File: src/rtl/multiport_regfile_pkg.sv
// Shared types and helpers for the multi-port register file.
package regfile_pkg;

    // Clear engine states.
    typedef enum logic {
        CLR_IDLE,
        CLR_RUN
    } clr_state_t;

    // Widest entry the shared merge helper handles; callers zero-extend into it
    // and truncate the result back to their own WIDTH.
    localparam int MAX_WIDTH = 256;
    localparam int MAX_BW    = MAX_WIDTH / 8;

    // Byte-wise merge: bytes whose enable is set take new_v, the rest keep old_v.
    // Used by both the write path and the bypass path so they cannot disagree.
    function automatic logic [MAX_WIDTH-1:0] merge_be(
        input logic [MAX_WIDTH-1:0] old_v,
        input logic [MAX_WIDTH-1:0] new_v,
        input logic [MAX_BW-1:0]    be
    );
        logic [MAX_WIDTH-1:0] res;
        res = old_v;
        for (int b = 0; b < MAX_BW; b++) begin
            if (be[b]) begin
                res[8*b +: 8] = new_v[8*b +: 8];
            end
        end
        return res;
    endfunction

endpackage

File: src/rtl/multiport_regfile_if.sv
// Bundle of write, read and clear-control signals of the register file.
// master = client driving requests, slave = the register file itself.
interface multiport_regfile_if #(
    parameter int DEPTH  = 8,
    parameter int WIDTH  = 8,
    parameter int NUM_RD = 2,
    parameter int NUM_WR = 1
);
    localparam int AW = $clog2(DEPTH);
    localparam int BW = WIDTH / 8;

    logic [NUM_WR-1:0]            wr_en;
    logic [NUM_WR-1:0][AW-1:0]    wr_addr;
    logic [NUM_WR-1:0][BW-1:0]    wr_be;
    logic [NUM_WR-1:0][WIDTH-1:0] wr_data;

    logic [NUM_RD-1:0]            rd_en;
    logic [NUM_RD-1:0][AW-1:0]    rd_addr;
    logic [NUM_RD-1:0][WIDTH-1:0] rd_data;

    logic                         clr_start;
    logic                         clr_busy;
    logic                         clr_done;

    modport master (
        output wr_en, wr_addr, wr_be, wr_data,
        output rd_en, rd_addr,
        output clr_start,
        input  rd_data, clr_busy, clr_done
    );

    modport slave (
        input  wr_en, wr_addr, wr_be, wr_data,
        input  rd_en, rd_addr,
        input  clr_start,
        output rd_data, clr_busy, clr_done
    );

endinterface

File: src/rtl/multiport_regfile_clear_fsm.sv
// Sequenced clear engine: walks idx from 0 to DEPTH-1, one entry per cycle,
// then pulses done for one cycle. Start requests while running are ignored.
module regfile_clear_fsm
    import regfile_pkg::*;
#(
    parameter int DEPTH = 8
) (
    input  logic                     clk,
    input  logic                     rst,
    input  logic                     clr_start_i,
    output logic                     busy_o,
    output logic                     done_o,
    output logic [$clog2(DEPTH)-1:0] idx_o
);
    localparam int AW = $clog2(DEPTH);

    clr_state_t    state_q, state_d;
    logic [AW-1:0] idx_q, idx_d;
    logic          done_q, done_d;

    // State, index and done registers with synchronous reset.
    always_ff @(posedge clk) begin
        // NOTE: registers take <= so every flop samples pre-edge values no matter how blocks are ordered.
        if (rst) begin
            state_q <= CLR_IDLE;
            idx_q   <= '0;
            done_q  <= 1'b0;
        end else begin
            state_q <= state_d;
            idx_q   <= idx_d;
            done_q  <= done_d;
        end
    end

    // Next-state logic: start from IDLE, stop after clearing the last entry.
    always_comb begin
        // NOTE: every output of this block is defaulted first so no path leaves one unassigned (no latch).
        state_d = state_q;
        idx_d   = idx_q;
        done_d  = 1'b0;
        case (state_q)
            CLR_IDLE: begin
                if (clr_start_i) begin
                    state_d = CLR_RUN;
                    idx_d   = '0;
                end
            end
            CLR_RUN: begin
                if (idx_q == AW'(DEPTH - 1)) begin
                    state_d = CLR_IDLE;
                    done_d  = 1'b1;
                end else begin
                    idx_d = idx_q + 1'b1;
                end
            end
            default: state_d = CLR_IDLE;
        endcase
    end

    assign busy_o = (state_q == CLR_RUN);
    assign done_o = done_q;
    assign idx_o  = idx_q;

endmodule

File: src/rtl/multiport_regfile.sv
// Multi-port register file with byte-enable writes, optional write-to-read
// bypass, optional hardwired-zero entry 0, optional registered reads and a
// sequenced clear engine.
module multiport_regfile
    import regfile_pkg::*;
#(
    parameter int DEPTH    = 8,
    parameter int WIDTH    = 8,
    parameter int NUM_RD   = 2,
    parameter int NUM_WR   = 1,
    parameter bit ZERO_REG = 1'b0,
    parameter bit BYPASS   = 1'b1,
    parameter bit READ_REG = 1'b0
) (
    input  logic                clk,
    input  logic                rst,
    multiport_regfile_if.slave  bus
);
    localparam int AW = $clog2(DEPTH);
    localparam int BW = WIDTH / 8;

    logic [WIDTH-1:0]             mem [DEPTH];
    logic                         clr_busy;
    logic                         clr_done;
    logic [AW-1:0]                clr_idx;
    logic [NUM_WR-1:0]            wr_act;
    logic [NUM_WR-1:0][WIDTH-1:0] wr_val;
    logic [NUM_RD-1:0][WIDTH-1:0] rd_val;

    regfile_clear_fsm #(
        .DEPTH (DEPTH)
    ) u_clear_fsm (
        .clk         (clk),
        .rst         (rst),
        .clr_start_i (bus.clr_start),
        .busy_o      (clr_busy),
        .done_o      (clr_done),
        .idx_o       (clr_idx)
    );

    assign bus.clr_busy = clr_busy;
    assign bus.clr_done = clr_done;

    // Effective write strobes: gated while clearing and, with ZERO_REG, for entry 0.
    always_comb begin
        for (int p = 0; p < NUM_WR; p++) begin
            wr_act[p] = bus.wr_en[p] && !clr_busy &&
                        !(ZERO_REG && (bus.wr_addr[p] == '0));
        end
    end

    // Post-write value per write port: fold in every active port hitting the
    // same address in index order, so higher ports win per byte and all ports
    // sharing an address commit identical data.
    always_comb begin
        for (int p = 0; p < NUM_WR; p++) begin
            wr_val[p] = mem[bus.wr_addr[p]];
            for (int q = 0; q < NUM_WR; q++) begin
                if (wr_act[q] && (bus.wr_addr[q] == bus.wr_addr[p])) begin
                    wr_val[p] = WIDTH'(merge_be(MAX_WIDTH'(wr_val[p]),
                                                MAX_WIDTH'(bus.wr_data[q]),
                                                MAX_BW'(bus.wr_be[q])));
                end
            end
        end
    end

    // Storage update: reset, clear engine, or merged port writes.
    always_ff @(posedge clk) begin
        // NOTE: the array is reset explicitly, so it maps to flops rather than a RAM macro.
        if (rst) begin
            for (int i = 0; i < DEPTH; i++) begin
                mem[i] <= '0;
            end
        end else if (clr_busy) begin
            mem[clr_idx] <= '0;
        end else begin
            for (int p = 0; p < NUM_WR; p++) begin
                if (wr_act[p]) begin
                    mem[bus.wr_addr[p]] <= wr_val[p];
                end
            end
        end
    end

    // Read value per port: stored entry, optionally merged with this cycle's
    // writes (bypass is naturally off while clearing since wr_act is gated).
    always_comb begin
        for (int r = 0; r < NUM_RD; r++) begin
            rd_val[r] = mem[bus.rd_addr[r]];
            if (BYPASS) begin
                for (int q = 0; q < NUM_WR; q++) begin
                    if (wr_act[q] && (bus.wr_addr[q] == bus.rd_addr[r])) begin
                        rd_val[r] = WIDTH'(merge_be(MAX_WIDTH'(rd_val[r]),
                                                    MAX_WIDTH'(bus.wr_data[q]),
                                                    MAX_BW'(bus.wr_be[q])));
                    end
                end
            end
            if (ZERO_REG && (bus.rd_addr[r] == '0)) begin
                rd_val[r] = '0;
            end
        end
    end

    generate
        if (READ_REG) begin : g_read_reg
            logic [NUM_RD-1:0][WIDTH-1:0] rd_q;

            // Registered read data: capture on rd_en, hold otherwise.
            always_ff @(posedge clk) begin
                if (rst) begin
                    rd_q <= '0;
                end else begin
                    for (int r = 0; r < NUM_RD; r++) begin
                        if (bus.rd_en[r]) begin
                            rd_q[r] <= rd_val[r];
                        end
                    end
                end
            end

            assign bus.rd_data = rd_q;
        end else begin : g_read_comb
            // rd_en has no meaning for combinational reads.
            logic unused_rd_en;
            assign unused_rd_en = ^bus.rd_en;
            assign bus.rd_data  = rd_val;
        end
    endgenerate

endmodule
File: src/flat_wrapper.sv
// flat-port wrapper written by rule: the top's interface ports become plain ports
module multiport_regfile_flat import regfile_pkg::*;
#(
    parameter int DEPTH    = 8,
    parameter int WIDTH    = 8,
    parameter int NUM_RD   = 2,
    parameter int NUM_WR   = 1,
    parameter bit ZERO_REG = 1'b0,
    parameter bit BYPASS   = 1'b1,
    parameter bit READ_REG = 1'b0
)
  (clk, rst, bus_wr_en, bus_wr_addr, bus_wr_be, bus_wr_data, bus_rd_en, bus_rd_addr, bus_clr_start, bus_rd_data, bus_clr_busy, bus_clr_done);
  multiport_regfile_if #(.DEPTH(DEPTH), .WIDTH(WIDTH), .NUM_RD(NUM_RD), .NUM_WR(NUM_WR)) bus_i ();
  input  logic clk;
  input  logic rst;
  input wire logic [$bits(bus_i.wr_en)-1:0] bus_wr_en;
  input wire logic [$bits(bus_i.wr_addr)-1:0] bus_wr_addr;
  input wire logic [$bits(bus_i.wr_be)-1:0] bus_wr_be;
  input wire logic [$bits(bus_i.wr_data)-1:0] bus_wr_data;
  input wire logic [$bits(bus_i.rd_en)-1:0] bus_rd_en;
  input wire logic [$bits(bus_i.rd_addr)-1:0] bus_rd_addr;
  input wire logic [$bits(bus_i.clr_start)-1:0] bus_clr_start;
  output wire logic [$bits(bus_i.rd_data)-1:0] bus_rd_data;
  output wire logic [$bits(bus_i.clr_busy)-1:0] bus_clr_busy;
  output wire logic [$bits(bus_i.clr_done)-1:0] bus_clr_done;
  assign bus_i.wr_en = bus_wr_en;
  assign bus_i.wr_addr = bus_wr_addr;
  assign bus_i.wr_be = bus_wr_be;
  assign bus_i.wr_data = bus_wr_data;
  assign bus_i.rd_en = bus_rd_en;
  assign bus_i.rd_addr = bus_rd_addr;
  assign bus_i.clr_start = bus_clr_start;
  assign bus_rd_data = bus_i.rd_data;
  assign bus_clr_busy = bus_i.clr_busy;
  assign bus_clr_done = bus_i.clr_done;
  multiport_regfile #(.DEPTH(DEPTH), .WIDTH(WIDTH), .NUM_RD(NUM_RD), .NUM_WR(NUM_WR), .ZERO_REG(ZERO_REG), .BYPASS(BYPASS), .READ_REG(READ_REG)) u_core (.clk(clk), .rst(rst), .bus(bus_i));
endmodule
File: config.mk
export PLATFORM = sky130hd
export DESIGN_NAME = multiport_regfile_flat
export DESIGN_NICKNAME = d
export VERILOG_FILES = /design/src/rtl/multiport_regfile_pkg.sv /design/src/rtl/multiport_regfile_if.sv /design/src/rtl/multiport_regfile_clear_fsm.sv /design/src/rtl/multiport_regfile.sv /design/src/flat_wrapper.sv
export SDC_FILE = /design/constraint.sdc
export NUM_CORES = 1
export LEC_CHECK = 0
export CORE_MARGIN = 1
export CORE_UTILIZATION = 45
export DETAILED_ROUTE_END_ITERATION = 12
export GPL_TIMING_DRIVEN = 0
export PLACE_DENSITY = 0.78
export SYNTH_ARGS = -nofsm -noshare
export SYNTH_HDL_FRONTEND = slang
export SYNTH_SLANG_ARGS = --single-unit
File: constraint.sdc
create_clock -name clk -period 2.7 [get_ports clk]
set_input_delay 0.27 -clock clk [delete_from_list [all_inputs] [get_ports clk]]
set_output_delay 0.27 -clock clk [all_outputs]
set_load 0.02 [all_outputs]
# Word-level counts from Yosys, hierarchy flattened
# Memories as Yosys holds them, arrays and structs flattened.
# Index checks and enable logic that the tools add are counted.
# W data, S select, Z words.
[totals] ff_bits=5 ram_bits=64 out_inout_bits=18 mem_count=1
[op_classes] n_addsub=1 eq_ne=7 mux=28 bitwise=1 reduce_logical=9
[memory_table] name="u_core.mem" words=8 word_bits=8 rd=2 rd_ports_with_merged_regs=0 wr=8 line="multiport_regfile.sv:22" rtl="logic [WIDTH-1:0] mem [DEPTH];"
[ops] operator="$mux W8" count=8
[ops] operator="$reduce_or A8 Y1" count=2
[ops] operator="$mux W1" count=14
[ops] operator="$mux W3" count=4
[ops] operator="$eq A3 B3 Y1" count=2
[ops] operator="$ne A2 B2 Y1 const B" count=3
[ops] operator="$pmux W3 S2" count=1
[ops] operator="$add A3 B1 Y3 const B" count=1
[ops] operator="$eq A3 B3 Y1 const B" count=1
[ops] operator="$logic_and A1 B1 Y1" count=3
[ops] operator="$reduce_and A3 Y1" count=1
[ops] operator="$pmux W1 S2" count=1
[ops] operator="$reduce_and A2 Y1" count=1
[ops] operator="$reduce_or A2 Y1" count=1
[ops] operator="$logic_not A1 Y1" count=1
[ops] operator="$ne A1 B1 Y1 const B" count=1
[ops] operator="$not A1 Y1" count=1

# Depth between registers and ports, before layout
# Gate-level depths: netlist of run 1.
[logic_depth] word_depth=9 depth_mapped=5 ltp_nobuf=5

# By module
# A second synthesis of run 1 with hierarchy kept.
[unflattened] hier_cells=280 hier_area_um2=4106.4
[by_module_without_submodules] mod="multiport_regfile" instances=1 cells_each=259 area_each_um2=3866.2 seq_area_each_um2=1921.8
[by_module_without_submodules] mod="regfile_clear_fsm" instances=1 cells_each=21 area_each_um2=240.2 seq_area_each_um2=100.1

# Least setup slack after synthesis of run 1
# OpenSTA, ideal clock, no wires.
[synth_path] path_type="register to register" startpoint="register u_core.u_clear_fsm.state_q, in the netlist u_core.u_clear_fsm.busy_o" endpoint="memory u_core.mem[6][0], enable pin" setup_time_ns=0.375 arrival_time_ns=1.915 path_slack_ns=0.410 path_stages_with_launch=6 n_path_buf=2 synth_period_minus_slack_ns=2.290 path_cell_list="dfxtp_1 > and4bb_1 > buf_4 > mux2_4 > buf_6 > o21bai_1"
[synth_rtl] item="from (decl)" line="multiport_regfile_clear_fsm.sv:17" rtl="clr_state_t state_q, state_d;"
[synth_rtl] item="from (signal assigned)" line="multiport_regfile_clear_fsm.sv:29" rtl="state_q <= state_d;"
[synth_rtl] item="to (decl)" line="multiport_regfile.sv:22"

==> results of run 1 <==
[routing by layer]
| metal | vias to the layer above | wire length (µm) | GRT usage | part of all wire |
|---|---|---|---|---|
| met3 | 21 | 844 | 0.0590 | 0.081 |
| met4 | 0 | 269 | 0.0871 | 0.026 |
| met5 | - | 0 | 0 | 0 |
| li1 | 1232 | - | - | - |
| met1 | 1367 | 4080 | 0.293 | 0.39 |
| met2 | 151 | 5220 | 0.380 | 0.50 |
[Yosys cell counts, drive strengths merged, types with 3 or more instances]
cell	n	share of area
edfxtp	64	0.47
nor3	64	0.078
mux2	33	0.093
mux4	32	0.19
buf	17	0.038
nand2	13	0.012
o21bai	9	0.016
clkbuf	6	0.0055
nor2b	6	0.0092
xnor2	6	0.013
dfxtp	5	0.024
a21oi	4	0.0049
mux2i	3	0.010
nand2b	3	0.0046
nand3	3	0.0037
[state kept, by name, indices dropped and copies added (netlist names)]
signal                     cells
u_core.mem                    64
u_core.u_clear_fsm.idx_o       3
u_core.u_clear_fsm.busy_o      1
u_core.u_clear_fsm.done_o      1
[layout make-up]
class / count / area [µm²]
plain buffers: 23 / 179
clock buffers: 9 / 124
well taps: 108 / 135
flip-flops and latches: 69 / 2020
multi-input cells: 188 / 1910
fillers: 720 / 3920
clock inverters: 7 / 98.8
repair buffers: 35 / 372
[path summary, 6_finish.rpt]
check,endpoint,slack [ns],start,cells past startpoint
max,bus_rd_data[4],0.05,u_core.mem[1][4],4
min,u_core.u_clear_fsm.idx_o[0],0.54,u_core.u_clear_fsm.idx_o[0],2
max reg2reg,u_core.mem[3][7],0.18,u_core.u_clear_fsm.busy_o,5
min reg2reg,u_core.u_clear_fsm.idx_o[0],0.54,u_core.u_clear_fsm.idx_o[0],2
[power by group through the flow]
stage / logic [mW] / registers [mW] / clock network (mW)
final: 0.442 / 1.23 / 0.946
after global routing: 0.465 / 1.24 / 0.991
after CTS: 0.445 / 1.23 / 0.945
after detailed placement: 0.440 / 1.26 / 0
after global placement: 0.435 / 1.25 / 0
after floorplan: 0.281 / 1.25 / 0
[cell families (layout without fill, tap and decap cells)]
group,count (synthesis),in the layout
AOI/OAI and AO/OA,14,14
buffers and inverters,23,74
and+or+nand+nor,98,98
muxes,68,68
adders and majority gates,2,2
xor gates and xnor gates,6,6
DFF,69,69
[worst max-delay path: stages (launching register included)]
cell             delay [ns]
edfxtp_1               0.39
mux4_1                 0.55
mux2_2                 0.28
mux2_2                 0.27
clkdlybuf4s50_1        0.53
[what timing repair did]
item	CTS	global route
setup buffers	2	0
gates resized for setup	3	13
setup endpoints to repair	32	27
pin swaps	2	0
==> impl_results.md, run 1 <==
- Count of unique library cells instantiated by Yosys: 30
- All-layer global routing usage: 0.231
- Worst Max-Slew Pin Slew: 0.909 ns
- Die height: 97.4 µm
- Hpwl dp: 7170 µm
- Post-synth EDFFs: 64
- Final setup vio count: 0
- Total power: 2.62 mW
- Clock share of power: 0.361
- Worst setup margin: 0.0488 ns
- Post-Layout Inst Area: 4840 µm²
- Final Util: 0.552
- Cts hold-fix bufs: 0
- DRC viols: 0
- Max Slew Vio Count: 0
- Unrepaired setup endpoints after global routing: false
- Adder-Cell Fraction of Synth Area: 0.00611
- WS Path Type: register to output pin
- Power Density: 541 nW/µm²
- TritonCTS Sinks: 69
- CP Launch Type: register
- Ports: 42
- Period utilization: 0.982
- Switching share of power: 0.256
- Initial core utilization: 0.467
- Finished Layout Cells: 439
- Max FO, Critical Path: 2
- Largest net degree at the start of global routing: 14
- Peak supply drop: 0.000347 V
- #FFs+latches synth: 69
- Clock H-tree levels: 3
- Worst slack, placed: -0.443 ns
- Sequential group share of total power: 0.470
- Number of nets in the layout: 352
- Drt first pass iters: 4
- Most frequent cells in the layout: nor3_1 (64), edfxtp_1 (64), mux2_2 (30), clkdlybuf4s50_1 (21), mux4_1 (18)
- Dominant synthesized flop cell: edfxtp_1
- Vias in the first global route: 2937
- Core Rows: 34
- DR vias/cell: 6.31
- Final min period: 2.65 ns
- Worst Skew: 0.00920 ns
- Ant diodes: 0
- TritonCTS Buffers: 9
- Rel. slew slack: 0.393
- Mux cell area share after synthesis: 0.296
- Total wire length: 10400 µm
- Req. time, crit path: 2.43 ns
- Simple-Gate Fraction of Synth Area: 0.124
- Largest family of logic cells by synthesized area: multiplexers
- Hold WC Path Type: register to register
- Max Cap Violations: 0
- Routed WL per cell: 23.7 µm
- Clk slew on worst S/H paths: 0.08 ns
- Avg Cell Area, Syn: 14.6 µm²
- Synth warn: 0
- Comb pwr share: 0.169
- Placed cell count: 421
- Total global routing overflow: 0
- Switching power total: 0.670 mW
- Hold WS: 0.541 ns
- Post-Synth XOR/XNOR Area: 0.0128
- Final TNS setup: 0 ns
- Maximum clock path buffer count: 2
- Status: finished, final reports clean
- Core ar.: 8760 µm²
- DR vias: 2771
- Mapped Cells: 280
- Synthesized area: 4100 µm²
- Antenna violations before repair: 0
- Width of the chip: 97.4 µm
- Post-synthesis async set-or-reset flop share: 0
- Placer Congestion: 0.839
- CTS tree: done
- Initial DRC Count: 257
- Clock Tree Root: clkbuf_8
- Dpl cell area: 4560 µm²
- Synth Area in Compound Gates: 0.0232
- Worst-Skew Late Latency: 0.35 ns
- First-pass GRT wire length: 16200 µm
- Worst EP arrival: 2.38 ns
- Antenna viol nets, final: 0
- Final count of hold timing violations: 0
- Setup crit end kind: output pin
- Seq/Total Area, Yosys: 0.494
- Share of post-route cells with drive strength above 1: 0.263
- Die Area: 9490 µm²
- Synth-to-layout area growth: 18.2%
- P_int: 1.95 mW
- Port bufs: 33
- Fmax: 377 MHz
- Lkg Pwr: 1.81 nW
- Mapped Nets: 306
Note: power is estimated with default switching activity, not from simulation.
==> run 2: changes to the inputs <==
- CORE_UTILIZATION: 45 -> 50
- CTS_CLUSTER_SIZE: default -> 25
- PLACE_DENSITY: 0.78 -> 0.86
- clock period: 2.7 -> 2.3 ns (I/O delays scaled with it)
==> run 2 against run 1 <==
Wire length decreased by 0.98%. Setup slack worse by 0.030 ns. Total power is 15% higher. Non-clock buffer count is 4 higher. Sequential share of layout area grew 0.67 points. First-iteration DRC count grew 23%. Critical endpoint is now u_core.mem[4][2]. Largest cell class unchanged. Highest routed layer unchanged.
==> impl_results.md, run 2 (synthesis gave the netlist of run 1 again) <==
- Worst slack, placed: -0.740 ns
- Worst path cell trace: clkdlybuf4s50_1 -> nor4bb_1 -> o21bai_2 -> clkbuf_1 -> o21bai_2
- Reg with most FFs: u_core.mem
- WS Path Type: input port to register
- Max Slew Vio Count: 0
- Number of nets in the layout: 356
- Worst Hold Depth: 2
- All-layer global routing usage: 0.261
- Ant diodes: 0
- Clock Tree Root: clkbuf_8
- Most frequent cells in the layout: nor3_1 (64), edfxtp_1 (64), mux2_2 (30), mux4_2 (25), buf_2 (20)
- Antenna viol nets, final: 0
- Placed cell count: 415
- Worst Skew: 0.00900 ns
- CTS tree: done
- Die height: 92.5 µm
- Critical Path Max Stage Delay: 0.57 ns
- Hold Path End: u_core.u_clear_fsm.idx_o[0]
- Placer Congestion: 0.835
- TritonCTS Sinks: 69
- Hold WC Path Type: register to register
- Core ar.: 7810 µm²
- Largest net degree at the start of global routing: 12
- Clock H-tree levels: 3
- Max Cap Violations: 0
- # fillers: 611
- Status: finished, final reports clean
- Worst R2R Start: u_core.u_clear_fsm.busy_o
- Worst EP arrival: 2.27 ns
- Antenna violations before repair: 0
- Power Density: 632 nW/µm²
- Peak supply drop: 0.000402 V
- Post-Layout Inst Area: 4770 µm²
- Max FO, Critical Path: 10
- Worst setup margin: 0.0190 ns
- Cell mode on critical path: o21bai_2
- Req. time, crit path: 2.29 ns
- Port bufs: 33
- Maximum clock path buffer count: 2
- Share of post-route cells with drive strength above 1: 0.371
- Setup crit end kind: register
- WP buf/inv: 2
- Worst Max-Slew Pin Slew: 0.678 ns
- Final min period: 2.28 ns
- Register-to-Register Path Depth: 4
- Rel. slew slack: 0.548
- Clk slew on worst S/H paths: 0.07 ns
- Multi-input gate area: 1930 µm²
- Unrepaired setup endpoints after global routing: true
- Final setup vio count: 0
- Fmax: 438 MHz
- Core Rows: 32
- Die Area: 8560 µm²
- Initial DRC Count: 317
- First-pass GRT wire length: 16000 µm
- Total wire length: 10300 µm
- FF-to-FF setup slack: 0.09 ns
- DR vias: 2835
- Width of the chip: 92.5 µm
- Total global routing overflow: 0
- Hold Path Origin: u_core.u_clear_fsm.idx_o[0]
- Ports: 42
- Worst-Skew Late Latency: 0.35 ns
- Synth-to-layout area growth: 16.4%
- DRC viols: 0
- TritonCTS Buffers: 9
- Register area: 2020 µm²
- Final count of hold timing violations: 0
- Crit path max-delay family: buffers and inverters
- Finished Layout Cells: 436
- Routed WL per cell: 23.6 µm
- Vias in the first global route: 2934
- DR vias/cell: 6.50
- Drt first pass iters: 5
- Initial core utilization: 0.525
- Dpl cell area: 4550 µm²
- CP Launch Type: input port
- Slowest CP cell: o21bai_2
- Max FFs per register: 64
- Reg2reg end: u_core.mem[4][2]
- Lkg Pwr: 1.65 nW
- Period utilization: 0.992
- Hpwl dp: 6900 µm
[run 2: cell types whose count changed in the layout (fill, tap and decap cells not counted), sizes merged]
cell,delta
buf,+17
clkbuf,+2
clkdlybuf4s15,+1
clkdlybuf4s50,-4
clkinv,+1
clkinvlp,-1
dlygate4sd2,-1
dlymetal6s2s,-11
inv,-1
[run 2: what timing repair did]
action	CTS	global route
setup endpoints to repair	80	69
buffers inserted	3	3
gates resized for setup	75	16
pin swaps	2	1
hold buffers	0	0
[run 2: area by class of cell]
| cell class | instances | area share |
|---|---|---|
| flip-flops and latches | 69 | 0.425 |
| clock buffers | 9 | 0.0260 |
| plain buffers | 23 | 0.0378 |
| well taps | 102 | 0.0268 |
| clock inverters | 6 | 0.0165 |
| repair buffers | 39 | 0.0633 |
| multi-input cells | 188 | 0.405 |
[run 2: metrics by stage]
step / hold WS, ns / util / total power [mW] / setup TNS (ns)
floorplan: 0.429 / - / 1.79 / 0
global placement: 0.510 / 0.583 / 1.97 / -44.30
detailed placement: 0.520 / 0.583 / 1.99 / -49.20
CTS: 0.530 / 0.613 / 3.01 / -0.0820
global route: 0.556 / 0.610 / 3.09 / -0.672
finish: 0.526 / 0.610 / 3.01 / 0
[run 2: how the worst max path moves through the flow]
| stage | cells after the start | endpoint | from | slack (ns) |
|---|---|---|---|---|
| finish | 5 | u_core.mem[4][2] | bus_wr_addr[0] | 0.02 |
| global placement | 6 | u_core.mem[7][7] | rst | -0.69 |
| CTS | 4 | bus_rd_data[6] | u_core.mem[5][6] | -0.06 |
| floorplan | 5 | u_core.mem[6][0] | u_core.u_clear_fsm.busy_o | 0.01 |
| global route | 5 | u_core.mem[0][7] | bus_wr_addr[0] | -0.05 |
| detailed placement | 6 | u_core.mem[7][3] | rst | -0.74 |
[run 2: layer usage]
metal  global-route usage  wire [µm]
met5                    0          0
met4                0.113        339
met3               0.0517        947
met2                0.424       5060
met1                0.341       3970
[run 2: worst min-delay path: stages, from the launching register on]
cell and delay (ns):
dfxtp_1 0.35, nand3_1 0.08, a21oi_1 0.05
[run 2: report_power, final]
group	switching [mW]	internal, mW	total [mW]
registers	0.0291	1.42	1.45
clock network	0.455	0.595	1.05
logic	0.271	0.241	0.512
total	0.756	2.25	3.01
